--- config.mk ---
export PLATFORM = sky130hd
export DESIGN_NAME = store_unit
export DESIGN_NICKNAME = d
export VERILOG_FILES = /design/src/rtl/store_unit.sv
export SDC_FILE = /design/constraint.sdc
export NUM_CORES = 1
export LEC_CHECK = 0
export ABC_AREA = 1
export CAP_MARGIN = 10
export CORE_ASPECT_RATIO = 0.75
export CORE_UTILIZATION = 45
export CTS_CLUSTER_DIAMETER = 40
export DETAILED_ROUTE_END_ITERATION = 12
export PLACE_DENSITY_LB_ADDON = 0.12
export SYNTH_ARGS = -nofsm -noshare
export SYNTH_HDL_FRONTEND = slang
export SYNTH_SLANG_ARGS = --single-unit
--- constraint.sdc ---
create_clock -name clk -period 1.9 [get_ports clk]
set_clock_uncertainty 0.1 [all_clocks]
set_input_delay 0.19 -clock clk [delete_from_list [all_inputs] [get_ports clk]]
set_output_delay 0.19 -clock clk [all_outputs]
set_load 0.02 [all_outputs]
--- src/rtl/store_unit.sv ---
// Store unit: aligns SB/SH/SW data to byte lanes. Sub-word stores do a read-modify-write; aligned SW writes directly.
// Latency: fault->resp T+1, SW write T+1/resp T+2, SB/SH read T+1/write T+2/resp T+3. Single outstanding request.
module store_unit #(
  parameter int ADDR_WIDTH = 10
) (
  input  logic                  clk,
  input  logic                  reset_n,
  input  logic                  req_valid,
  output logic                  req_ready,
  input  logic [ADDR_WIDTH-1:0] req_addr,
  input  logic [31:0]           req_data,
  input  logic [2:0]            req_func3,
  output logic                  resp_valid,
  output logic                  resp_fault,
  output logic [ADDR_WIDTH-1:0] mem_addr,
  output logic                  mem_read_en,
  input  logic [31:0]           mem_rdata,
  output logic                  mem_we,
  output logic [31:0]           mem_wdata
);

  localparam logic [2:0] F3_SB = 3'b000;
  localparam logic [2:0] F3_SH = 3'b001;
  localparam logic [2:0] F3_SW = 3'b010;

  typedef enum logic [2:0] {IDLE, READ, MERGE, WRITE, RESP} state_t;

  state_t                state;
  logic [ADDR_WIDTH-1:0] addr_q;
  logic [31:0]           data_q;
  logic [2:0]            func3_q;
  logic                  fault_q;
  logic                  req_fault;
  logic [31:0]           merged;
  logic [ADDR_WIDTH-1:0] aligned;

  always_comb begin
    case (req_func3)
      F3_SB:   req_fault = 1'b0;
      F3_SH:   req_fault = req_addr[0];
      F3_SW:   req_fault = (req_addr[1:0] != 2'b00);
      default: req_fault = 1'b1;
    endcase
  end

  always_ff @(posedge clk) begin
    if (!reset_n) begin
      state   <= IDLE;
      addr_q  <= '0;
      data_q  <= '0;
      func3_q <= '0;
      fault_q <= 1'b0;
    end else begin
      case (state)
        IDLE: begin
          if (req_valid) begin
            addr_q  <= req_addr;
            data_q  <= req_data;
            func3_q <= req_func3;
            fault_q <= req_fault;
            if (req_fault)               state <= RESP;
            else if (req_func3 == F3_SW) state <= WRITE;
            else                         state <= READ;
          end
        end
        READ:    state <= MERGE;
        MERGE:   state <= RESP;
        WRITE:   state <= RESP;
        RESP:    state <= IDLE;
        default: state <= IDLE;
      endcase
    end
  end

  assign aligned = {addr_q[ADDR_WIDTH-1:2], 2'b00};

  // Replace only the addressed lane(s) of the word read back in READ.
  always_comb begin
    merged = mem_rdata;
    if (func3_q == F3_SB) begin
      case (addr_q[1:0])
        2'd0:    merged[7:0]   = data_q[7:0];
        2'd1:    merged[15:8]  = data_q[7:0];
        2'd2:    merged[23:16] = data_q[7:0];
        default: merged[31:24] = data_q[7:0];
      endcase
    end else if (addr_q[1]) begin
      merged[31:16] = data_q[15:0];
    end else begin
      merged[15:0] = data_q[15:0];
    end
  end

  // Strobes are gated by reset_n so nothing fires while reset is held mid-operation.
  always_comb begin
    req_ready   = 1'b0;
    resp_valid  = 1'b0;
    resp_fault  = 1'b0;
    mem_addr    = '0;
    mem_read_en = 1'b0;
    mem_we      = 1'b0;
    mem_wdata   = '0;
    case (state)
      IDLE: req_ready = reset_n;
      READ: begin
        mem_read_en = reset_n;
        mem_addr    = aligned;
      end
      MERGE: begin
        mem_we    = reset_n;
        mem_addr  = aligned;
        mem_wdata = merged;
      end
      WRITE: begin
        mem_we    = reset_n;
        mem_addr  = aligned;
        mem_wdata = data_q;
      end
      RESP: begin
        resp_valid = reset_n;
        resp_fault = reset_n & fault_q;
      end
      default: ;
    endcase
  end

endmodule

# == Word-level counts from Yosys, hierarchy flattened ==
# Index checks and enable logic that the tools add are counted.
# totals
reg_bits,49
inputBits,80
elab_cells,43
# classes
eq_ne,9
muxes,19
n_bitwise,1
reduce_logical,9
# ops
op,n
case mux 32 bit (2 select lines),1
two-way mux 16 bit,2
two-way mux 32 bit,1
two-way mux 8 bit,4
two-way mux 10 bit,1
"equality test 3 x 2 -> 1 bit, second input constant",3
zero test 3 bit,3
case mux 3 bit (3 select lines),1
"equality test 3 x 1 -> 1 bit, second input constant",2
two-way mux 3 bit,2
OR reduction 3 bit,2
two-way mux 1 bit,5
"equality test 3 bit, second input constant",1
case mux 1 bit (3 select lines),1
"equality test 2 x 1 -> 1 bit, second input constant",1
"equality test 2 bit, second input constant",1
zero test 2 bit,1
two-way mux 2 bit,1
"!= test 2 bit, second input constant",1
AND reduction 2 bit,1
nonzero test 2 bit,1
OR reduction 2 bit,1
bitwise AND 1 bit,1

# == Longest topological paths before layout ==
# Gate-level depths: netlist of the first run.
# logic_depth
depth_word,5
depth_mapped,8
depth_no_buf,7

# == Worst setup path after synthesis of the first run ==
# Ideal clock, no wire load.
# synth_timing
path_type,register -> output
start,reg state[0]
end,out resp_fault
t_arrival_ns,1.342
required_ns,1.610
path_slack_ns,0.268
path_stages_with_launch,5
cell_sequence,dfxtp_1 inv_2 nand2_1 nor3_1 and2_1
# synth_between
elab_chain_cells,2
# synth_lines
element,line_no,text
start: declaration,28,state_t state;
start signal: assignment,48,state <= IDLE;
start signal: assignment,61,if (req_fault) state <= RESP;
start signal: assignment,62,else if (req_func3 == F3_SW) state <= WRITE;
equality test 3 bit,103,case (state)
two-way mux 1 bit,103,
end: declaration,14,"output logic resp_fault,"
# Every way passes these cells.

# == Worst setup path in the final report of the first run ==
# layout_timing
start,reg addr_q[0]
end,out mem_wdata[22]
# layout_between
elab_chain_cells,4
# layout_lines
element,line_no,text
start: declaration,29,logic [ADDR_WIDTH-1:0] addr_q;
start signal: assignment,57,addr_q <= req_addr;
equality test 2 bit,81,case (addr_q[1:0])
two-way mux 8 bit,81,
two-way mux 32 bit,80,if (func3_q == F3_SB) begin
case mux 32 bit (2 select lines),103,
end: declaration,19,output logic [31:0] mem_wdata
# Every way passes these cells.

==> results of run 1 <==
-- power by group through the flow --
stage               sequential, µW  combinational [µW]  clock, µW
global route                  1200                1200        669
detailed placement            1200                 984          0
finish                        1190                1100        626
floorplan                     1200                 576          0
global placement              1200                 959          0
CTS                           1180                1010        630
-- layout make-up --
class / instances / area, µm² / share of cell area
Multi-Input combinational cell: 439 / 2050 / 0.410
Timing Repair Buffer: 177 / 1590 / 0.318
Sequential cell: 49 / 986 / 0.198
Inverter: 43 / 168 / 0.0336
Tap cell: 98 / 123 / 0.0246
Clock buffer: 6 / 72.6 / 0.0145
Clock inverter: 2 / 10.0 / 0.00201
-- synthesized netlist by cell type, drive strengths merged (2+ instances only) --
cell type    n  area, µm²
nand2      162        613
o211ai      31        233
nor2       115        452
nor3         2       10.0
o21ai       57        285
nand3       60        313
inv         43        161
dfxtp       49        981
clkbuf       9       33.8
buf         29        211
a21oi        7       35.0
-- sequential cells by signal, summed over array words and instances, names as in the netlist --
| register | flops |
|---|---|
| addr_q | 10 |
| state | 3 |
| data_q | 32 |
| fault_q | 1 |
| func3_q | 3 |
-- kinds of logic (layout without fill, tap and decap cells) --
family | count (synthesis) | in the layout | synth area share
and+or+nand+nor | 342 | 342 | 0.420
AOI/OAI and AO/OA | 95 | 95 | 0.165
buffers and inverters | 81 | 228 | 0.121
DFF | 49 | 49 | 0.293
other | 1 | 2 | 0.00112
-- timing repair --
action	4_1_cts	5_1_grt
gates resized for setup	152	73
setup buffers	7	3
pin swaps	2	6
gates cloned	0	2
setup endpoints to repair	45	43
-- worst max-delay path: stages (launching register included) --
cell	delay (ns)
dfxtp_2	0.37
inv_1	0.08
nand2_2	0.09
buf_4	0.16
o21ai_0	0.24
nor2_1	0.09
o21ai_1	0.15
buf_4	0.17
-- through the flow --
step           total power (µW)  setup WS [ns]
2_1_floorplan              1770          0.268
3_3_place_gp               2160         -0.156
3_5_place_dp               2190         -0.172
4_1_cts                    2820        -0.0422
5_1_grt                    3070         -0.170
6_report                   2910        -0.0439
-- routing by layer --
layer / vias up / routed length, µm / track usage
met3: 26 / 1080 / 0.0720
met1: 1993 / 5280 / 0.413
met5: - / 13 / 0
li1: 2116 / - / -
met4: 2 / 184 / 0.0710
met2: 215 / 5500 / 0.508
-- worst min path at each step --
stage,start,to,slack (ns),cells after the start
after floorplan,req_data[10],data_q[10]$_SDFFE_PN0P_,0.22,2
after global placement,fault_q$_SDFFE_PN0P_,fault_q$_SDFFE_PN0P_,0.38,2
after detailed placement,data_q[22]$_SDFFE_PN0P_,data_q[22]$_SDFFE_PN0P_,0.38,2
after CTS,req_addr[6],addr_q[6]$_SDFFE_PN0P_,0.36,3
after global routing,req_data[10],data_q[10]$_SDFFE_PN0P_,0.35,3
final,req_data[25],data_q[25]$_SDFFE_PN0P_,0.36,3
==> PnR_summary.wiki, run 1 <==
{| class="wikitable"
! Metric !! Value
|-
| Result of the run || finished with violations
|-
| Failing checks || setup timing
|-
| # H-tree levels || 2
|-
| Maximum fanout count along the critical path || 4
|-
| Vias in the first global route || 4034
|-
| Critical path class || reg -> out
|-
| Total setup violations reported at the end of the flow || 7
|-
| TritonRoute pass-1 iters || 5
|-
| Final critical-path required period || 1.94 ns
|-
| Share of flip-flops with an asynchronous set or reset after synthesis || 0
|-
| Filler cells || 639
|-
| Capture point of the worst path || mem_wdata[22]
|-
| Count of synthesis-stage warnings from yosys || 0
|-
| Final worst setup slack || -0.0439 ns
|-
| First-pass GRT wire length || 19.3 mm
|-
| Portion of total power attributed to the clock network || 0.215
|-
| Clock buffer depth || 2
|-
| N_diodes || 0
|-
| Count of cell types in the netlist || 23
|-
| Standard cell core area || 0.00699 mm²
|-
| Most common cell after layout, fill and taps aside || nand2_1
|-
| Switching part of the total || 0.354
|-
| Comb power frac || 0.376
|-
| Overall routed net length || 12.1 mm
|-
| Cell at the root of the clock tree || clkbuf_8
|-
| Number of clock sinks || 49
|-
| Estimated wirelength of the detail-placed design || 8.49 mm
|-
| Starting density of the core || 0.479
|-
| Sum of negative setup slack || -0.235 ns
|-
| Final design utilization || 0.713
|-
| Portion of total power attributed to sequential cells || 0.409
|-
| Share of final-layout standard cells stronger than drive strength 1 || 0.193
|-
| X dimension of the die || 102 µm
|-
| Hold WS || 0.357 ns
|-
| I/O pin count || 127
|-
| Weighted congestion at the end of routability-driven global placement || 0.895
|-
| Via count || 4352
|-
| Setup repair after global routing missed its margin || yes
|-
| Type of destination of the critical path || output pin
|-
| Non-Filler Cell Area, Final || 0.00499 mm²
|-
| Primary flip-flop cell chosen by synthesis mapping || dfxtp_1
|-
| Post-route ant nets || 0
|-
| Post-synth EDFFs || 0
|-
| Maximum operating frequency || 514 MHz
|-
| Via density per instance || 5.35
|-
| Full die area || 0.00780 mm²
|-
| End of the worst register-to-register path || data_q[15]$_SDFFE_PN0P_
|-
| Element type at the critical path start || flip-flop
|-
| DRC violation count after routing || 0
|-
| WL per Instance || 14.8 µm
|-
| Worst r2r src || state[0]$_SDFFE_PN0P_
|-
| Cells after Synth || 568
|-
| Clock slew seen by the registers of the worst setup and hold paths || 0.09 ns
|-
| Hold buffer count at CTS || 0
|-
| Die Height || 76.7 µm
|-
| Required arrival time at the worst endpoint || 1.61 ns
|-
| Skew-Pair Late Insertion Delay || 0.31 ns
|-
| Startpoint of the most critical setup path || addr_q[0]$_SDFFE_PN0P_
|-
| Tightest Hold Check Type || in -> reg
|-
| Leakage component of the power || 0.00234 µW
|-
| Most frequent cells in the layout || nand2_1 (153), nor2_1 (110), clkdlybuf4s50_1 (79)
|-
| Sequential element share of the synthesized area || 0.293
|-
| DP Area || 0.00483 mm²
|-
| Seq cells post-synth || 49
|-
| Power density relative to cell area || 584 mW/mm²
|-
| Number of buffers added by the clock tree synthesis step || 5
|-
| Worst reg2reg setup slack || 0.27 ns
|-
| Initial detailed-routing violation count || 340
|-
| Slew Limit Fails || 0
|-
| Layout Cells excl Fill || 814
|-
| Row cnt || 26
|-
| Largest net degree at the start of global routing || 48
|-
| Area growth from synthesis to layout || 48.9%
|-
| Overall routing resource usage || 0.311
|-
| Mapped cell area || 0.00335 mm²
|-
| Count of port buffers added during placement || 124
|-
| Mean Syn Cell Area || 5.90 µm²
|-
| Placed insts || 795
|-
| # nets final || 795
|-
| Part of the cycle the worst path needs || 1.02
|-
| Path depth of the worst reg2reg path || 8
|-
| Switching power total || 1030 µW
|-
| Arrival @ worst endpoint || 1.65 ns
|-
| IR drop worst, VDD || 406 µV
|-
| Final count of hold timing violations || 0
|-
| CTS tree || yes
|-
| Max-cap violations || 0
|-
| Global route overflow || 0
|-
| Antenna violations before repair || 1
|-
| Power Internal || 1880 µW
|}
No activity file was read; power rests on OpenSTA's default activity.
==> run 2, diff against run 1 <==
--- a/config.mk
+++ b/config.mk
@@ -11,6 +11,7 @@
 export CORE_UTILIZATION = 45
 export CTS_CLUSTER_DIAMETER = 40
 export DETAILED_ROUTE_END_ITERATION = 12
+export HOLD_SLACK_MARGIN = 0.02
 export PLACE_DENSITY_LB_ADDON = 0.12
 export SYNTH_ARGS = -nofsm -noshare
 export SYNTH_HDL_FRONTEND = slang
==> constraint.sdc (replaced) <==
create_clock -name clk -period 1.9 [get_ports clk]
set_clock_uncertainty 0.1 [all_clocks]
set_input_delay 0.19 -clock clk [delete_from_list [all_inputs] [get_ports clk]]
set_output_delay 0.19 -clock clk [all_outputs]
set_load 0.01 [all_outputs]
==> run 2 against run 1 <==
Net effect: design area down 0.78%; largest cell class unchanged; sequential cell count is the same; wire length shrank 5.4%; die area is the same; total power up 3.1%; worst setup slack improved by 0.11 ns; fmax increased by 5.8%; first-iteration DRC count shrank 4.1%; core utilization fell by 0.55 points; the run now ends clean; hold slack lost 0.0085 ns.
==> PnR_summary.wiki, run 2 (synthesis gave the netlist of run 1 again) <==
{| class="wikitable"
! Metric !! Value
|-
| Estimated wirelength of the detail-placed design || 8.00 mm (-5.8%)
|-
| Full die area || 0.00780 mm² (unchanged)
|-
| WL per Instance || 14.2 µm (-4.5%)
|-
| Power Internal || 2000 µW (+6.4%)
|-
| Comb power frac || 0.347 (-0.029)
|-
| Power density relative to cell area || 606 mW/mm² (+3.9%)
|-
| Skew-Pair Late Insertion Delay || 0.31 ns (about the same)
|-
| IR drop worst, VDD || 467 µV (+15%)
|-
| Starting density of the core || 0.479 (unchanged)
|-
| Weighted congestion at the end of routability-driven global placement || 0.908 (+1.5%)
|-
| Portion of total power attributed to sequential cells || 0.398 (-0.011)
|-
| Most frequent cells in the layout || nand2_1 (155), nor2_1 (110), clkdlybuf4s50_1 (79)
|-
| Biggest register || data_q
|-
| # H-tree levels || 2 (unchanged)
|-
| First-pass GRT wire length || 18.7 mm (-3.3%)
|-
| Row cnt || 26 (unchanged)
|-
| Leakage component of the power || 0.00236 µW (+0.65%)
|-
| Die Height || 76.7 µm (unchanged)
|-
| Initial detailed-routing violation count || 326 (-4.1%)
|-
| Final count of hold timing violations || 0 (unchanged)
|-
| Part of the cycle the worst path needs || 0.967 (-0.0564)
|-
| TritonRoute pass-1 iters || 5 (unchanged)
|-
| Largest register FFs || 32 (unchanged)
|-
| Number of buffers added by the clock tree synthesis step || 5 (unchanged)
|-
| Global route overflow || 0 (unchanged)
|-
| Standard cell core area || 0.00699 mm² (unchanged)
|-
| Portion of total power attributed to the clock network || 0.256 (+0.041)
|-
| Overall routing resource usage || 0.302 (-0.00950)
|-
| # nets final || 786 (-1.1%)
|-
| Switching part of the total || 0.333 (-0.0210)
|-
| Switching power total || 1000 µW (-3.1%)
|-
| Vias in the first global route || 3946 (-2.2%)
|-
| Tightest Hold Check Type || in -> reg
|-
| Critical path class || reg -> out
|-
| Post-route ant nets || 0 (unchanged)
|-
| Worst r2r src || state[0]$_SDFFE_PN0P_
|-
| Total setup violations reported at the end of the flow || 0 (-7)
|-
| Cell at the root of the clock tree || clkbuf_8
|-
| Element type at the critical path start || flip-flop
|-
| Maximum operating frequency || 544 MHz (+5.8%)
|-
| Largest regs || data_q (32), addr_q (10)
|-
| Overall routed net length || 11.4 mm (-5.4%)
|-
| DRC violation count after routing || 0 (unchanged)
|-
| Clock buffer depth || 2 (unchanged)
|-
| Maximum fanout count along the critical path || 8 (+4)
|-
| Share of final-layout standard cells stronger than drive strength 1 || 0.171 (-0.0216)
|-
| Count of port buffers added during placement || 124 (unchanged)
|-
| Arrival @ worst endpoint || 1.55 ns (-0.10 ns)
|-
| I/O pin count || 127 (unchanged)
|-
| Startpoint of the worst hold path || req_data[24]
|-
| Post-Place Worst Slack || -0.107 ns (+0.0647 ns)
|-
| Max-cap violations || 0 (unchanged)
|-
| Required arrival time at the worst endpoint || 1.61 ns (about the same)
|-
| Via density per instance || 5.18 (-3.0%)
|-
| Area growth from synthesis to layout || 47.8%
|-
| Most common cell after layout, fill and taps aside || nand2_1
|-
| X dimension of the die || 102 µm (unchanged)
|-
| Via count || 4178 (-4.0%)
|-
| Antenna violations before repair || 0 (-1)
|-
| Final critical-path required period || 1.84 ns (-0.107 ns)
|-
| Clock slew seen by the registers of the worst setup and hold paths || 0.10 ns (about the same)
|-
| Result of the run || finished clean
|-
| Placed insts || 789 (-0.75%)
|-
| Number of clock sinks || 49 (unchanged)
|-
| Startpoint of the most critical setup path || state[2]$_SDFFE_PN0P_
|-
| Layout Cells excl Fill || 806 (-0.98%)
|-
| Slew Limit Fails || 0 (unchanged)
|-
| Type of destination of the critical path || output pin
|-
| Final worst setup slack || 0.0633 ns (+0.107 ns)
|-
| Largest net degree at the start of global routing || 48 (unchanged)
|-
| CTS tree || yes
|}
run 2: cell count changes in the layout (fill, tap and decap cells not counted), moves of 3 or more:
cell and delta:
dlygate4sd2_1 +9, nand2_2 -3, buf_2 +10, buf_6 -5, buf_4 -15, clkbuf_2 -9
run 2: path summary, 6_finish.rpt:
kind	endpoint	cells past startpoint	slack, ns
worst max register to register	data_q[26]$_SDFFE_PN0P_	7	0.19
worst min register to register	fault_q$_SDFFE_PN0P_	2	0.40
worst max-delay path	mem_wdata[31]	8	0.06
worst min-delay path	data_q[24]$_SDFFE_PN0P_	3	0.35
run 2: layout make-up:
cell class | count | area, µm²
inverters | 43 | 164
clock inverters | 3 | 46.3
well taps | 98 | 123
clock buffers | 5 | 68.8
multi-input cells | 439 | 2050
flip-flops and latches | 49 | 991
fillers | 621 | 2040
diodes | 1 | 2.50
repair buffers | 168 | 1500
run 2: power by group through the flow:
stage | Clock, µW | Sequential (µW) | Combinational (µW)
final | 768 | 1190 | 1040
after global routing | 822 | 1210 | 1150
after CTS | 783 | 1190 | 996
after detailed placement | 0 | 1210 | 954
after global placement | 0 | 1200 | 935
after floorplan | 0 | 1200 | 564
run 2: repair_timing:
| item | 4_1_cts | 5_1_grt |
|---|---|---|
| pin swaps | 6 | 12 |
| cloned | 1 | 0 |
| setup endpoints to repair | 45 | 59 |
| hold buffers | 0 | 0 |
| gates resized for setup | 164 | 28 |
| buffers inserted | 10 | 0 |
run 2: stage by stage:
step	setup TNS (ns)	hold WS, ns	power [µW]	util	instance area, µm²
final	0	0.348	3000	0.708	4950
after global routing	-0.00345	0.359	3180	0.708	4950
after CTS	0	0.347	2970	0.703	4920
after detailed placement	-0.954	0.384	2160	0.687	4810
after global placement	-0.534	0.375	2140	0.687	4810
after floorplan	0	0.225	1760	-	3350
run 2: worst max-delay path, cell delays in order, from the launching register on:
cell and delay [ns]:
dfxtp_2 0.34, inv_2 0.07, nand2_4 0.06, nor2_4 0.14, buf_6 0.12, buf_4 0.17
nand3_1 0.12, nand2_1 0.08, buf_2 0.12
run 2: layer usage:
metal  vias to the layer above  routed length, µm  GRT usage  part of all wire
li1                       2106                  -          -                 -
met1                      1864               5180      0.414              0.45
met2                       194               5140      0.490              0.45
met3                        14                954     0.0465             0.084
met4                         0                135     0.0768             0.012
met5                         -                  0          0                 0
==> run 3, diff against run 2 <==
--- a/config.mk
+++ b/config.mk
@@ -9,6 +9,7 @@
 export CAP_MARGIN = 10
 export CORE_ASPECT_RATIO = 0.75
 export CORE_UTILIZATION = 45
+export CTS_BUF_LIST = sky130_fd_sc_hd__clkbuf_4 sky130_fd_sc_hd__clkbuf_8 sky130_fd_sc_hd__clkbuf_16
 export CTS_CLUSTER_DIAMETER = 40
 export DETAILED_ROUTE_END_ITERATION = 12
 export HOLD_SLACK_MARGIN = 0.02
==> results of run 3 <==
The final DEF is identical to that of run 2; final timing and power are the same.
==> RTL edit 1, RTL diff (config.mk and constraints of run 1) <==
Put a register stage on the output `resp_fault`, cleared by the reset. The value now appears one clock later. The other outputs are not delayed to match.
--- a/src/rtl/store_unit.sv
+++ b/src/rtl/store_unit.sv
@@ -25,4 +25,6 @@
 
   typedef enum logic [2:0] {IDLE, READ, MERGE, WRITE, RESP} state_t;
+
+  logic resp_fault_d;
 
   state_t                state;
@@ -96,5 +98,5 @@
     req_ready   = 1'b0;
     resp_valid  = 1'b0;
-    resp_fault  = 1'b0;
+    resp_fault_d = 1'b0;
     mem_addr    = '0;
     mem_read_en = 1'b0;
@@ -119,5 +121,5 @@
       RESP: begin
         resp_valid = reset_n;
-        resp_fault = reset_n & fault_q;
+        resp_fault_d = reset_n & fault_q;
       end
       default: ;
@@ -125,4 +127,12 @@
   end
 
+  always_ff @(posedge clk) begin
+    if (!reset_n) begin
+      resp_fault <= '0;
+    end else begin
+      resp_fault <= resp_fault_d;
+    end
+  end
+
 endmodule
 
Function: changed (a bounded check fails within 4 cycles, from zero or initial values and one cycle with reset_n low).
==> RTL edit 1 against run 1 <==
  * Power is 4.7% higher
  * Final area is 1.4% higher
  * Routed wire length is 2.5% lower
  * Combinational power is 5% lower
  * Clock power is 25% higher
  * Sequential cell count is 1 higher
  * Setup slack better by 76 ps
  * Synthesized area is 0.49% higher
  * Via count is 2.1% lower
  * Global-route usage is 0.54 points lower
  * First-iteration DRC count is 0.59% lower
  * Cell count is 0.37% lower
==> RTL edit 1: results (changes against run 1) <==
status completed; R2R Path Start state[1]; register area 1010 sq um (+2.9%); nets@finish 793 (-0.25%); maximum VDD drop 0.404 mV (-0.47%); largest net degree at the start of global routing 48 (unchanged); Post-Synth XOR/XNOR Area 0% (unchanged); vias in the first global route 4100 (+1.6%); CP max-delay cell dfxtp_2; Static Leak 2.36 nW (+0.80%); R2R cell count 9 (+1); # resized after CTS 163 (+7.2%); post-synthesis sequential area ratio 29.7% (+0.45 points); Vias/cell 5.26 (-1.7%); Post-Route WL 11800 um (-2.5%); Synth top cells by count 161 x nand2_1, 110 x nor2_1, 58 x nand3_1, 50 x dfxtp_1, 39 x o21ai_0; I/O Buffers 124 (unchanged); max incr delay on CP 350 ps (-20 ps); initial antenna violation count 0 (-1); Largest regs data_q (32), addr_q (10); dpl hpwl 8450 um (-0.40%); Post-DP Area 4870 sq um (+0.93%); Clock Tree Root clkbuf_8; CP max FO 7 (+3); Min-Delay Endpoint data_q[20]; hold path cells 3 (unchanged); post-synthesis instance total 568 (unchanged); setup bufs post-CTS 7 (unchanged); CP delay by family, top buffers and inverters; pre-CTS setup slack -171 ps (+1.04 ps); clock group share of total power 25.6% (+4.1 points); WHS 360 ps (+3.48 ps); Psw 1.01 mW (-2.5%); routed vias 4262 (-2.1%); Fillers 629 (-1.6%); CTS Buf Count 5 (unchanged); Global Route Usage Sum 30.6% (-0.54 points); Power Total 3.05 mW (+4.7%); Yosys cell types 23 (unchanged); FF-to-FF End data_q[22]; Power Sequential between 1 and 1.5 mW; routability cong. 0.901 (+0.76%); critical path arrival 1580 ps (-70 ps); share of layout cells above drive strength 1 18.2% (-1.0 points); hold path startpoint req_data[20]; ANT cells 0 (unchanged); DRT iter0 DRCs 338 (-0.59%); fraction of the mapped netlist area in compound gates 16.6% (+0.14 points); clk slew on worst S/H paths 90 ps (about the same); Cell Count Post-Placement 797 (+0.25%); DR pass1 iterations 5 (unchanged); global-route wire length before repair 19000 um (-1.5%); synth top area cells dfxtp_1 30%, nand2_1 18%, nor2_1 12%, nand3_1 8.6%, o211ai_1 7.1%; Final WS setup 32.3 ps (+76.2 ps)
[RTL edit 1: worst max-delay path by stage]
stage,from,endpoint,cells after the start
floorplan,addr_q[1],mem_wdata[19],5
global placement,func3_q[2],mem_wdata[24],8
detailed placement,func3_q[1],mem_wdata[31],8
CTS,state[2],mem_wdata[24],8
global route,state[2],mem_wdata[16],9
finish,func3_q[2],mem_wdata[19],8
[RTL edit 1: layout make-up]
class / instances / area share [%]
clock buffers: 6 / 1.63
flip-flops and latches: 50 / 20.1
inverters: 43 / 3.46
repair buffers: 175 / 31.5
well taps: 98 / 2.42
clock inverters: 1 / 0.594
multi-input cells: 438 / 40.3
[RTL edit 1: metal layers]
| metal | share of wire (%) | routed length [um] | global-route usage, % | up-vias |
|---|---|---|---|---|
| met1 | 45 | 5260 | 39.8 | 1922 |
| li1 | - | - | - | 2118 |
| met4 | 1.5 | 178 | 9.43 | 0 |
| met3 | 9.3 | 1090 | 8.30 | 23 |
| met2 | 44 | 5220 | 48.8 | 199 |
| met5 | 0 | 0 | 0 | - |
==> RTL edit 2, RTL diff (config.mk and constraints of run 1) <==
Without the edit above. Set the parameter `ADDR_WIDTH` to 11 (it was 10).
--- a/src/rtl/store_unit.sv
+++ b/src/rtl/store_unit.sv
@@ -2,5 +2,5 @@
 // Latency: fault->resp T+1, SW write T+1/resp T+2, SB/SH read T+1/write T+2/resp T+3. Single outstanding request.
 module store_unit #(
-  parameter int ADDR_WIDTH = 10
+  parameter int ADDR_WIDTH = 11
 ) (
   input  logic                  clk,
Interface: changed (resized mem_addr and req_addr); port bits go from 127 to 129. The function was not compared with the original's and may differ.
==> RTL edit 2 against run 1 <==
  * First-iteration DRC count fell by 11%
  * Power rose by 1.4%
  * Final area fell by 2.1%
  * Maximum frequency rose by 5.4%
  * Routed wire length fell by 7.8%
  * Cell count fell by 3.8%
  * Die area fell by 1.8%
  * Synthesized cell count fell by 1.8%
  * Synthesized area fell by 1.8%
  * Setup slack improved by 99 ps
  * Sequential cell count rose by 1
==> RTL edit 2: results (changes against run 1) <==
status completed; share of layout cells above drive strength 1 15.3% (-3.9 points); Global Route Usage Sum 28.2% (-2.9 points); met1 WL 4750 um (-10%); DRT iter0 DRCs 301 (-11%); synth top area cells dfxtp_1 30%, nand2_1 16%, nor2_1 12%, o211ai_1 9.4%, o21ai_0 9.3%; M1 GR Usage 37.3% (-4.0 points); Mean Syn Cell Area 5.89 sq um (about the same); clk slew on worst S/H paths 110 ps (+20 ps); Yosys cell types 21 (-8.7%); post-synthesis sequential area ratio 30.4% (+1.2 points); met2 usage 45.1% (-5.7 points); routability cong. 0.878 (-1.9%); CP max-delay cell dfxtp_1; Post-DP Area 4780 sq um (-1.0%); initial antenna violation count 0 (-1); met3 usage 6.51% (-0.69 points); Largest regs data_q (32), addr_q (11); Cell Count Post-Placement 773 (-2.8%); Post-Route WL 11100 um (-7.8%); # resized after CTS 174 (+14%); setup bufs post-CTS 0 (-7); routed vias 4204 (-3.4%); WL per Instance 14.2 um (-4.1%); met3 wire length 1070 um (-0.47%); Static Leak 2.22 nW (-5.3%); ys async rst share 0% (unchanged); I/O Buffers 126 (+1.6%); R2R cell count 7 (-1); maximum VDD drop 0.408 mV (+0.49%); met2 WL 5120 um (-7.0%); max incr delay on CP 340 ps (-30 ps); Synth top cells by count 144 x nand2_1, 105 x nor2_1, 61 x o21ai_0, 50 x dfxtp_1; vias in the first global route 3715 (-7.9%); sequential share of power 41.4% (+0.5 points); combinational logic power 1.05 mW (-5%); largest net degree at the start of global routing 49 (+2.1%); internal power 1.91 mW (+1.6%); Adder-Cell Fraction of Synth Area 0% (unchanged); fraction of the mapped netlist area in compound gates 22.3% (+5.8 points); hold path cells 3 (unchanged); global-route wire length before repair 17300 um (-10%); critical path arrival 1560 ps (-90 ps); mux cell area share after synthesis 0% (unchanged)
==> RTL edit 2: cell count changes after synthesis, moves of 4 or more <==
cell / run 1 / this run
nor2_1: 111 / 105
o21ai_1: 20 / 13
clkbuf_1: 9 / 13
a21oi_1: 7 / 11
o211ai_1: 31 / 41
buf_6: 9 / 0
nand2_1: 160 / 144
o21ai_0: 37 / 61
nand3_1: 59 / 40
==> RTL edit 2: worst paths after layout <==
kind                    start       endpoint  slack [ps]
setup / recovery     state[2]  mem_wdata[20]          50
hold / removal    req_data[4]      data_q[4]         350
setup reg to reg     state[2]     data_q[15]         150
hold reg to reg     addr_q[8]      addr_q[8]         410
==> RTL edit 2: layout make-up <==
| type | instances | area, sq um |
|---|---|---|
| Sequential cell | 50 | 1010 |
| Multi-Input combinational cell | 426 | 2030 |
| Clock inverter | 3 | 28.8 |
| Tap cell | 98 | 123 |
| Clock buffer | 5 | 68.8 |
| Fill cell | 607 | 2040 |
| Inverter | 43 | 164 |
| Timing Repair Buffer | 158 | 1470 |
==> RTL edit 2: logic make-up after synthesis <==
family / Yosys count
AOI/OAI and AO/OA: 126
buffers and inverters: 83
DFF: 50
other: 1
and+or+nand+nor: 298
==> RTL edit 2: worst max-delay path, delay by kind of cell, from the launching register on <==
family	cells	cell delay (ps)
buffers and inverters	3	340
AO/OA/AOI/OAI	2	240
flip-flops	1	340
AND/OR/NAND/NOR	3	320
==> RTL edit 2: metrics by stage <==
stage                     hold slack [ps]  setup slack, ps  power, mW
after floorplan                       225              229       1.77
after global placement                376             -131       2.16
after detailed placement              390             -193       2.19
after CTS                             342            -70.3       2.87
after global routing                  352            -41.3       3.12
final                                 347             54.9       2.95
